File: src/rtl/counter_sched_pkg.sv
// ---------------------------------------------------------------------------
// counter_sched_pkg
// Shared types and helpers for the shared-counter scheduler.
//   state_t      : scheduler FSM states (IDLE, RUN, DONE)
//   DEF_NUM_REQ  : default number of requesters
//   DEF_CNT_W    : default counter width
//   LEN_BUS_MAX  : widest packed len bus the slice helper accepts
//   len_slice()  : extract the terminal count of one requester from the bus
// Build option: COUNTER_SCHED_PRIO_EN (used by counter_sched_arb).
// ---------------------------------------------------------------------------
package counter_sched_pkg;

  typedef enum logic [1:0] {
    IDLE = 2'd0,
    RUN  = 2'd1,
    DONE = 2'd2
  } state_t;

  localparam int DEF_NUM_REQ = 4;
  localparam int DEF_CNT_W   = 4;
  localparam int LEN_BUS_MAX = 256;

  // Returns slice idx of a packed len bus, each slice cnt_w bits wide,
  // zero-extended to 32 bits. Callers resize to their own counter width.
  function automatic logic [31:0] len_slice(input logic [LEN_BUS_MAX-1:0] len_bus,
                                            input int idx,
                                            input int cnt_w);
    logic [LEN_BUS_MAX-1:0] shifted;
    logic [31:0]            mask;
    shifted = len_bus >> (idx * cnt_w);
    mask    = (cnt_w >= 32) ? '1 : ((32'd1 << cnt_w) - 32'd1);
    return shifted[31:0] & mask;
  endfunction

endpackage

File: src/rtl/counter_sched_arb.sv
// ---------------------------------------------------------------------------
// counter_sched_arb
// Picks which requester gets the shared counter next.
// Default build: round-robin. The search starts at the pointer, and the
// pointer moves to the index after the winner whenever a grant is taken.
// With COUNTER_SCHED_PRIO_EN defined: fixed priority, lowest index wins, and
// the pointer register does not exist.
// Ports:
//   clk      in   rising-edge clock
//   reset_n  in   asynchronous active-low reset
//   req      in   request levels, one bit per requester
//   update   in   high in the cycle the top registers a grant
//   winner   out  one-hot winner (combinational), 0 when no request
// ---------------------------------------------------------------------------
module counter_sched_arb
  import counter_sched_pkg::*;
#(
  parameter int NUM_REQ = DEF_NUM_REQ
) (
  input  logic               clk,
  input  logic               reset_n,
  input  logic [NUM_REQ-1:0] req,
  input  logic               update,
  output logic [NUM_REQ-1:0] winner
);

`ifdef COUNTER_SCHED_PRIO_EN

  // No state in this variant, so the clock, reset and update inputs are idle.
  logic unused_prio;
  assign unused_prio = ^{clk, reset_n, update};

  // Walk from the top index down so the lowest set bit is the last to write.
  always_comb begin
    winner = '0;
    for (int i = NUM_REQ - 1; i >= 0; i--) begin
      if (req[i]) begin
        winner    = '0;
        winner[i] = 1'b1;
      end
    end
  end

`else

  localparam int PTR_W = (NUM_REQ > 1) ? $clog2(NUM_REQ) : 1;

  logic [PTR_W-1:0] ptr;
  logic [PTR_W-1:0] win_idx;
  logic [PTR_W-1:0] cand;
  logic             found;

  // Rotate through the requesters starting at the pointer; the first set
  // request encountered wins.
  always_comb begin
    winner  = '0;
    win_idx = '0;
    cand    = '0;
    found   = 1'b0;
    for (int off = 0; off < NUM_REQ; off++) begin
      cand = PTR_W'((int'(ptr) + off) % NUM_REQ);
      if (!found && req[cand]) begin
        found        = 1'b1;
        winner[cand] = 1'b1;
        win_idx      = cand;
      end
    end
  end

  // The pointer only moves when a grant is actually registered, so a
  // requester that wins is pushed to the back of the next search.
  always_ff @(posedge clk or negedge reset_n) begin
    if (!reset_n) begin
      ptr <= '0;
    end else if (update && found) begin
      ptr <= PTR_W'((int'(win_idx) + 1) % NUM_REQ);
    end
  end

`endif

endmodule

File: src/rtl/counter_sched_ctrl.sv
// ---------------------------------------------------------------------------
// counter_sched_ctrl
// Shares one CNT_W-bit up-counter between NUM_REQ requesters. A winner is
// granted, its len slice is latched as the terminal count, and the counter
// runs from 0 while enable is high. Completion or an early request drop is
// reported with a one-cycle done/abort pulse on the owner's bit.
// Ports:
//   clk          in   rising-edge clock
//   reset_n      in   asynchronous active-low reset
//   req          in   request levels, held until done/abort
//   len          in   packed terminal counts, slice i = len[i*CNT_W +: CNT_W]
//   enable       in   global count enable, low stalls the running job
//   grant        out  one-hot owner of the counter, 0 when idle
//   busy         out  high in RUN and DONE
//   counter_out  out  current count of the running job
//   done         out  one-cycle completion pulse, bit = owner
//   abort        out  one-cycle abort pulse, bit = owner
// Build option: COUNTER_SCHED_PRIO_EN selects fixed-priority arbitration.
// ---------------------------------------------------------------------------
module counter_sched_ctrl
  import counter_sched_pkg::*;
#(
  parameter int NUM_REQ = DEF_NUM_REQ,
  parameter int CNT_W   = DEF_CNT_W
) (
  input  logic                     clk,
  input  logic                     reset_n,
  input  logic [NUM_REQ-1:0]       req,
  input  logic [NUM_REQ*CNT_W-1:0] len,
  input  logic                     enable,
  output logic [NUM_REQ-1:0]       grant,
  output logic                     busy,
  output logic [CNT_W-1:0]         counter_out,
  output logic [NUM_REQ-1:0]       done,
  output logic [NUM_REQ-1:0]       abort
);

  state_t             state;
  logic [NUM_REQ-1:0] winner;
  logic [CNT_W-1:0]   terminal;
  logic [CNT_W-1:0]   sel_len;
  logic               start;

  assign start = (state == IDLE) && (|req);

  counter_sched_arb #(
    .NUM_REQ (NUM_REQ)
  ) u_arb (
    .clk     (clk),
    .reset_n (reset_n),
    .req     (req),
    .update  (start),
    .winner  (winner)
  );

  // Terminal count of whichever requester is about to be granted.
  always_comb begin
    sel_len = '0;
    for (int i = 0; i < NUM_REQ; i++) begin
      if (winner[i]) begin
        sel_len = CNT_W'(len_slice(LEN_BUS_MAX'(len), i, CNT_W));
      end
    end
  end

  // Scheduler FSM. The terminal is latched at grant so later len changes do
  // not affect the running job. In RUN, reaching the terminal is checked
  // before the request drop so completion wins a same-cycle tie, and the
  // counter is never incremented past the terminal (no wrap at all-ones).
  // DONE is a one-cycle cleanup that clears the pulses and the count.
  always_ff @(posedge clk or negedge reset_n) begin
    if (!reset_n) begin
      state       <= IDLE;
      grant       <= '0;
      busy        <= 1'b0;
      counter_out <= '0;
      done        <= '0;
      abort       <= '0;
      terminal    <= '0;
    end else begin
      case (state)
        IDLE: begin
          done  <= '0;
          abort <= '0;
          if (start) begin
            grant       <= winner;
            terminal    <= sel_len;
            counter_out <= '0;
            busy        <= 1'b1;
            state       <= RUN;
          end
        end
        RUN: begin
          if (enable && (counter_out == terminal)) begin
            done  <= grant;
            grant <= '0;
            state <= DONE;
          end else if ((req & grant) == '0) begin
            abort <= grant;
            grant <= '0;
            state <= DONE;
          end else if (enable) begin
            counter_out <= counter_out + CNT_W'(1);
          end
        end
        DONE: begin
          done        <= '0;
          abort       <= '0;
          counter_out <= '0;
          busy        <= 1'b0;
          state       <= IDLE;
        end
        default: begin
          grant <= '0;
          busy  <= 1'b0;
          state <= IDLE;
        end
      endcase
    end
  end

endmodule

File: config.mk
export PLATFORM = sky130hd
export DESIGN_NAME = counter_sched_ctrl
export DESIGN_NICKNAME = d
export VERILOG_FILES = /design/src/rtl/counter_sched_pkg.sv /design/src/rtl/counter_sched_arb.sv /design/src/rtl/counter_sched_ctrl.sv
export SDC_FILE = /design/constraint.sdc
export NUM_CORES = 1
export LEC_CHECK = 0
export CORE_ASPECT_RATIO = 1.5
export CORE_UTILIZATION = 50
export DETAILED_ROUTE_END_ITERATION = 16
export PLACE_DENSITY = 0.79
export REMOVE_ABC_BUFFERS = 1
export SLEW_MARGIN = 20
export SYNTH_ARGS = -nofsm -noshare
export SYNTH_HDL_FRONTEND = slang
export SYNTH_SLANG_ARGS = --single-unit
File: constraint.sdc
create_clock -name clk -period 4.1 [get_ports clk]
set_input_delay 0.41 -clock clk [delete_from_list [all_inputs] [get_ports clk]]
set_output_delay 0.41 -clock clk [all_outputs]
set_load 0.02 [all_outputs]
==> results.sh, run 1 <==
export IMPL_cts_setup_buffers=0
export IMPL_synth_warnings=0
export IMPL_pre_cts_ws_ns=0.858
export IMPL_hpwl_mm=3.47
export IMPL_path_class="reg2reg"
export IMPL_cts_buffer_depth=2
export IMPL_drt_iter0_drc=35
export IMPL_grt_usage_pct=25.6
export IMPL_drv_slew=0
export IMPL_clkTransAtPathRegs_ns=0.09
export IMPL_seqPwrFrac_pct=28.2
export IMPL_required_ns=4.25
export IMPL_worst_pin_slew_ns=0.895
export IMPL_startpoint_type="flip-flop"
export IMPL_ant_nets=0
export IMPL_rows=26
export IMPL_cts_buffers_inserted=3
export IMPL_cts_root_buffer="clkbuf_8"
export IMPL_tns_ns=0
export IMPL_rsz0062_at_grt="false"
export IMPL_antenna_found_initial=0
export IMPL_core_region_area_mm2=0.00342
export IMPL_clk_latency_ns=0.27
export IMPL_fin_crit_ns=3.29
export IMPL_hold_viol=0
export IMPL_fin_area_mm2=0.00223
export IMPL_htree_levels=1
export IMPL_period_share_pct=80.2
export IMPL_slew_headroom_pct=39.8
export IMPL_netSwitchingPower_w=0.000739
export IMPL_grt_pass1_vias=1601
export IMPL_dieArea_mm2=0.00384
export IMPL_syn2layout_area_growth_pct=24.3
export IMPL_wl_per_cell_um=16.8
export IMPL_dpl_cell_area_mm2=0.00219
export IMPL_hold_buffers=0
export IMPL_wl_mm=4.51
export IMPL_r2r_cells=7
export IMPL_overflow=0
export IMPL_swShare_pct=46.6
export IMPL_antenna_cells=0
export IMPL_synth_edff_count=0
export IMPL_synthFlopType="dfrtp_1"
export IMPL_cts_sinks=25
export IMPL_drive_above_1_share_pct=8.41
export IMPL_grt_pass1_wl_mm=7.48
export IMPL_fp_dieH_um=75.4
export IMPL_internal_power_w=0.000846
export IMPL_ir_worst_vdd_uv=585
export IMPL_fillers=294
export IMPL_ys_seq_area_share_pct=34.8
export IMPL_fin_ws_ns=0.812
export IMPL_finalSetupViolCount=0
export IMPL_p_leak_nw=0.962
export IMPL_cp_arrival_ns=3.44
export IMPL_syn_avg_cell_area_um2=9.40
export IMPL_critPathMaxFanout=15
export IMPL_dr_pass1_iters=6
export IMPL_vias=1597
export IMPL_status="completed"
export IMPL_tritoncts="yes"
export IMPL_grt_max_degree=26
export IMPL_io_pins=40
export IMPL_drcViolationCount=0
export IMPL_vias_per_cell=5.96
export IMPL_final_common_cell="clkdlybuf4s50_1"
export IMPL_io_buffers=39
export IMPL_cts_resized=0
export IMPL_place_congestion=0.948
export IMPL_die_w_um=50.9
export IMPL_ys_ff_latch=25
export IMPL_mostFrequentLayoutCells="clkdlybuf4s50_1, dfrtp_1, nor2_1, nand2_1, o21ai_0"
export IMPL_power_density_mw_per_mm2=710
export IMPL_fin_nets=258
export IMPL_maxCapViolations=0
export IMPL_syn_area_mm2=0.00180
export IMPL_netlist_instances=191
export IMPL_end_kind="flip-flop"
export IMPL_pwr_share_clk_pct=9.4
export IMPL_power_frac_comb_pct=62.4
export IMPL_start_util_pct=52.6
export IMPL_timing_clock_skew_ns=0.00535
export IMPL_hold_class="in2async"
export IMPL_synthArstFlopShare_pct=100
export IMPL_clock_fmax_mhz=304
export IMPL_ys_types=53
sequential cells by signal (all words and copies together), names as in the netlist:
| signal | cells |
|---|---|
| busy | 1 |
| abort | 4 |
| terminal | 4 |
| u_arb.ptr | 2 |
| grant | 4 |
| state | 2 |
| counter_out | 4 |
| done | 4 |
kinds of logic after synthesis:
group / count (synthesis) / share of synthesized area, %
DFF: 25 / 34.8
muxes: 5 / 4.95
AOI/OAI and AO/OA: 70 / 29.3
and+or+nand+nor: 56 / 16.5
adders and majority gates: 8 / 5.58
buffers and inverters: 19 / 4.88
xor gates and xnor gates: 8 / 3.90
per-stage QoR:
step	hold slack, ns	total power, W	util (%)	std cells
2_1_floorplan	0.114	0.00114	-	183
3_3_place_gp	0.471	0.00139	64.2	264
3_5_place_dp	0.483	0.00144	64.2	264
4_1_cts	0.503	0.00158	65.5	268
5_1_grt	0.170	0.00171	65.3	268
6_report	0.126	0.00159	65.3	268
area by class of cell:
cell class / count / area, µm² / area share (%)
inverters: 11 / 41.3 / 1.85
repair buffers: 39 / 385 / 17.3
flip-flops and latches: 25 / 626 / 28.0
multi-input cells: 147 / 1080 / 48.5
well taps: 42 / 52.6 / 2.35
clock buffers: 4 / 45.0 / 2.02
Yosys cell counts, types with 2 or more instances:
| library cell | number | area share [%] |
|---|---|---|
| dfrtp_1 | 25 | 35 |
| nor2_1 | 15 | 3.1 |
| nand2_1 | 14 | 2.9 |
| o21ai_0 | 12 | 3.3 |
| inv_1 | 10 | 2.1 |
| a21oi_1 | 9 | 2.5 |
| a211oi_1 | 8 | 3.3 |
| ha_1 | 8 | 5.6 |
| and2_1 | 7 | 2.4 |
| a22o_1 | 5 | 2.4 |
| o21bai_1 | 5 | 2.1 |
| xnor2_1 | 5 | 2.4 |
| a2111oi_1 | 4 | 2.2 |
| a31o_2 | 4 | 2.0 |
| buf_4 | 4 | 1.7 |
| o211a_1 | 4 | 2.2 |
| clkbuf_1 | 3 | 0.63 |
| mux4_2 | 3 | 3.8 |
| nor2b_1 | 3 | 1.0 |
| nor3_1 | 3 | 0.84 |
| nor3b_1 | 3 | 1.3 |
| xor2_1 | 3 | 1.5 |
| a21o_1 | 2 | 0.84 |
| and3b_1 | 2 | 0.98 |
| o21ai_1 | 2 | 0.56 |
worst max-delay path, stage by stage (launching register included):
cell and delay, ns:
dfrtp_1 0.69, inv_1 0.21, ha_1 0.44, mux4_2 0.62, a221o_1 0.40, a21o_1 0.25, a2111oi_1 0.43, a21oi_1 0.12
power by group through the flow:
| stage | Combinational [W] | Sequential [W] | Clock (W) |
|---|---|---|---|
| finish | 0.000989 | 0.000448 | 0.000148 |
| global route | 0.00109 | 0.000463 | 0.000161 |
| CTS | 0.000986 | 0.000448 | 0.000149 |
| detailed placement | 0.000984 | 0.000453 | 0 |
| global placement | 0.000948 | 0.000445 | 0 |
| floorplan | 0.000668 | 0.000472 | 0 |
final timing paths:
kind	startpoint	to	slack, ns
max	u_arb.ptr[0]	terminal[2]	0.81
min in group clk	busy	busy	0.50
max in group asynchronous	reset_n	abort[1]	3.60
min	reset_n	abort[0]	0.13
min reg2reg	busy	busy	0.50
max reg2reg	u_arb.ptr[0]	terminal[2]	0.81
layer usage:
| metal | vias up | GRT usage (%) | wire length (µm) |
|---|---|---|---|
| li1 | 773 | - | - |
| met1 | 781 | 30.5 | 1910 |
| met2 | 37 | 48.7 | 2420 |
| met3 | 6 | 1.20 | 96 |
| met4 | 0 | 8.33 | 79 |
| met5 | - | 0 | 0 |
Note: power is estimated with default switching activity, not from simulation.
==> inputs of run 2 (changes only) <==
clock period = 3.05 ns   (was 4.1 ns; I/O delays follow)
==> run 2 against run 1 <==
Against the previous run: cell count up 1.5%; global-route usage down 0.89 points; largest power group unchanged; core utilization up 1.1 points; highest routed layer unchanged; die area unchanged; wire length down 2.6%; sequential share of layout area down 0.45 points; sequential power up 24%; flip-flop and latch count unchanged; first-iteration DRC count up 43%; power up 36%; clock power up 36%.
==> results.sh, run 2 (synthesized netlist as in run 1, its figures left out) <==
export IMPL_timing_clock_skew_ns=0.00567
export IMPL_netSwitchingPower_w=0.000996
export IMPL_swShare_pct=46.2
export IMPL_status="completed"
export IMPL_dieArea_mm2=0.00384
export IMPL_internal_power_w=0.00116
export IMPL_hold_class="in2async"
export IMPL_tritoncts="yes"
export IMPL_cp_arrival_ns=2.96
export IMPL_hpwl_mm=3.44
export IMPL_cts_buffers_inserted=3
export IMPL_stdcell_count=272
export IMPL_required_ns=3.20
export IMPL_overflow=0
export IMPL_vias_per_cell=6.08
export IMPL_antenna_found_initial=0
export IMPL_die_w_um=50.9
export IMPL_clkTransAtPathRegs_ns=0.09
export IMPL_finalSetupViolCount=0
export IMPL_cts_root_buffer="clkbuf_8"
export IMPL_ant_nets=0
export IMPL_syn2layout_area_growth_pct=26.3
export IMPL_worst_pin_slew_ns=0.965
export IMPL_period_share_pct=92.1
export IMPL_cts_resized=0
export IMPL_hold_viol=0
export IMPL_io_buffers=39
export IMPL_startpoint="u_arb.ptr[0]"
export IMPL_dr_pass1_iters=4
export IMPL_slew_headroom_pct=35.2
export IMPL_drive_above_1_share_pct=10.0
export IMPL_cts_setup_buffers=0
export IMPL_clk_latency_ns=0.27
export IMPL_drcViolationCount=0
export IMPL_hold_buffers=0
export IMPL_place_congestion=0.973
export IMPL_fin_crit_ns=2.81
export IMPL_p_leak_nw=0.984
export IMPL_r2r_start="u_arb.ptr[0]"
export IMPL_path_class="reg2reg"
export IMPL_cts_sinks=25
export IMPL_drv_slew=0
export IMPL_r2r_cells=7
export IMPL_htree_levels=1
export IMPL_core_region_area_mm2=0.00342
export IMPL_maxCapViolations=0
export IMPL_startpoint_type="flip-flop"
export IMPL_mostFrequentLayoutCells="clkdlybuf4s50_1, dfrtp_1, nor2_1, nand2_1, o21ai_0"
export IMPL_seqPwrFrac_pct=25.8
export IMPL_grt_max_degree=26
export IMPL_r2r_end="terminal[2]"
export IMPL_vias=1655
export IMPL_grt_pass1_wl_mm=7.20
export IMPL_final_common_cell="clkdlybuf4s50_1"
export IMPL_cpMaxStageDelayCell="mux4_2"
export IMPL_wl_per_cell_um=16.1
export IMPL_wl_mm=4.39
export IMPL_power_density_mw_per_mm2=949
export IMPL_pwr_share_clk_pct=9.3
export IMPL_fin_nets=262
export IMPL_cp_cell_sequence="inv_1 -> ha_1 -> mux4_2 -> a221o_1 -> a21o_1 -> a2111oi_1 -> a21oi_1"
export IMPL_power_frac_comb_pct=64.9
export IMPL_drt_iter0_drc=50
export IMPL_cts_buffer_depth=2
export IMPL_dp_cells=268
export IMPL_r2r_slack_ns=0.24
export IMPL_ir_worst_vdd_uv=706
export IMPL_grt_usage_pct=24.7
export IMPL_cp_slowest_stage_delay_ns=0.63
export IMPL_start_util_pct=52.6
export IMPL_fp_dieH_um=75.4
export IMPL_grt_pass1_vias=1557
export IMPL_critPathMaxFanout=7
export IMPL_io_pins=40
export IMPL_end_kind="flip-flop"
export IMPL_clock_fmax_mhz=356
export IMPL_rows=26
export IMPL_tns_ns=0
export IMPL_rsz0062_at_grt="false"
export IMPL_antenna_cells=0
-- run 2: changes by cell type in the layout (fill, tap and decap cells not counted), sizes merged --
cell	change
buf	+3
clkbuf	-1
clkdlybuf4s50	+1
clkinv	+1
-- run 2: worst max path at each step --
| stage | end | slack (ns) | depth (start not counted) |
|---|---|---|---|
| final | terminal[2] | 0.24 | 7 |
| after global routing | terminal[3] | 0.07 | 7 |
| after CTS | terminal[2] | 0.27 | 8 |
| after detailed placement | terminal[3] | 0.23 | 7 |
| after global placement | terminal[2] | 0.34 | 6 |
| after floorplan | terminal[0] | 0.13 | 7 |
-- run 2: area by class of cell --
type                            count  area (µm²)
Fill cell                         288        1150
Clock buffer                        3        41.3
Clock inverter                      1        5.00
Tap cell                           42        52.6
Sequential cell                    25         626
Inverter                           11        41.3
Multi-Input combinational cell    147        1080
Timing Repair Buffer               43         420
-- run 2: routing by layer --
layer	track usage [%]	up-vias	part of all wire, %
li1	-	789	-
met1	28.1	808	40
met2	45.5	51	55
met3	3.19	7	3.6
met4	11.4	0	1.8
met5	0	-	0
-- run 2: worst max-delay path, delay by kind of cell, from the launching register on --
family	cells	cell delay, ns
DFF	1	0.36
adders and majority gates	1	0.41
buffers and inverters	1	0.09
muxes	1	0.63
AOI/OAI and AO/OA	4	1.19
-- run 2: per-stage QoR --
stage	cell area, µm²	hold WS (ns)	total power (W)	utilization (%)	setup slack [ns]
6_report	2270	0.390	0.00215	66.4	0.242
5_1_grt	2270	0.422	0.00231	66.4	0.0658
4_1_cts	2270	0.401	0.00215	66.4	0.272
3_5_place_dp	2220	0.476	0.00195	65.1	0.233
3_3_place_gp	2220	0.471	0.00190	65.1	0.339
2_1_floorplan	1750	0.00941	0.00153	-	0.126
-- run 2: power groups by stage --
| stage | logic [W] | clock network, W | registers [W] |
|---|---|---|---|
| final | 0.00140 | 0.000201 | 0.000556 |
| after global routing | 0.00152 | 0.000216 | 0.000574 |
| after CTS | 0.00139 | 0.000201 | 0.000555 |
| after detailed placement | 0.00139 | 0 | 0.000560 |
| after global placement | 0.00134 | 0 | 0.000559 |
| after floorplan | 0.000899 | 0 | 0.000634 |
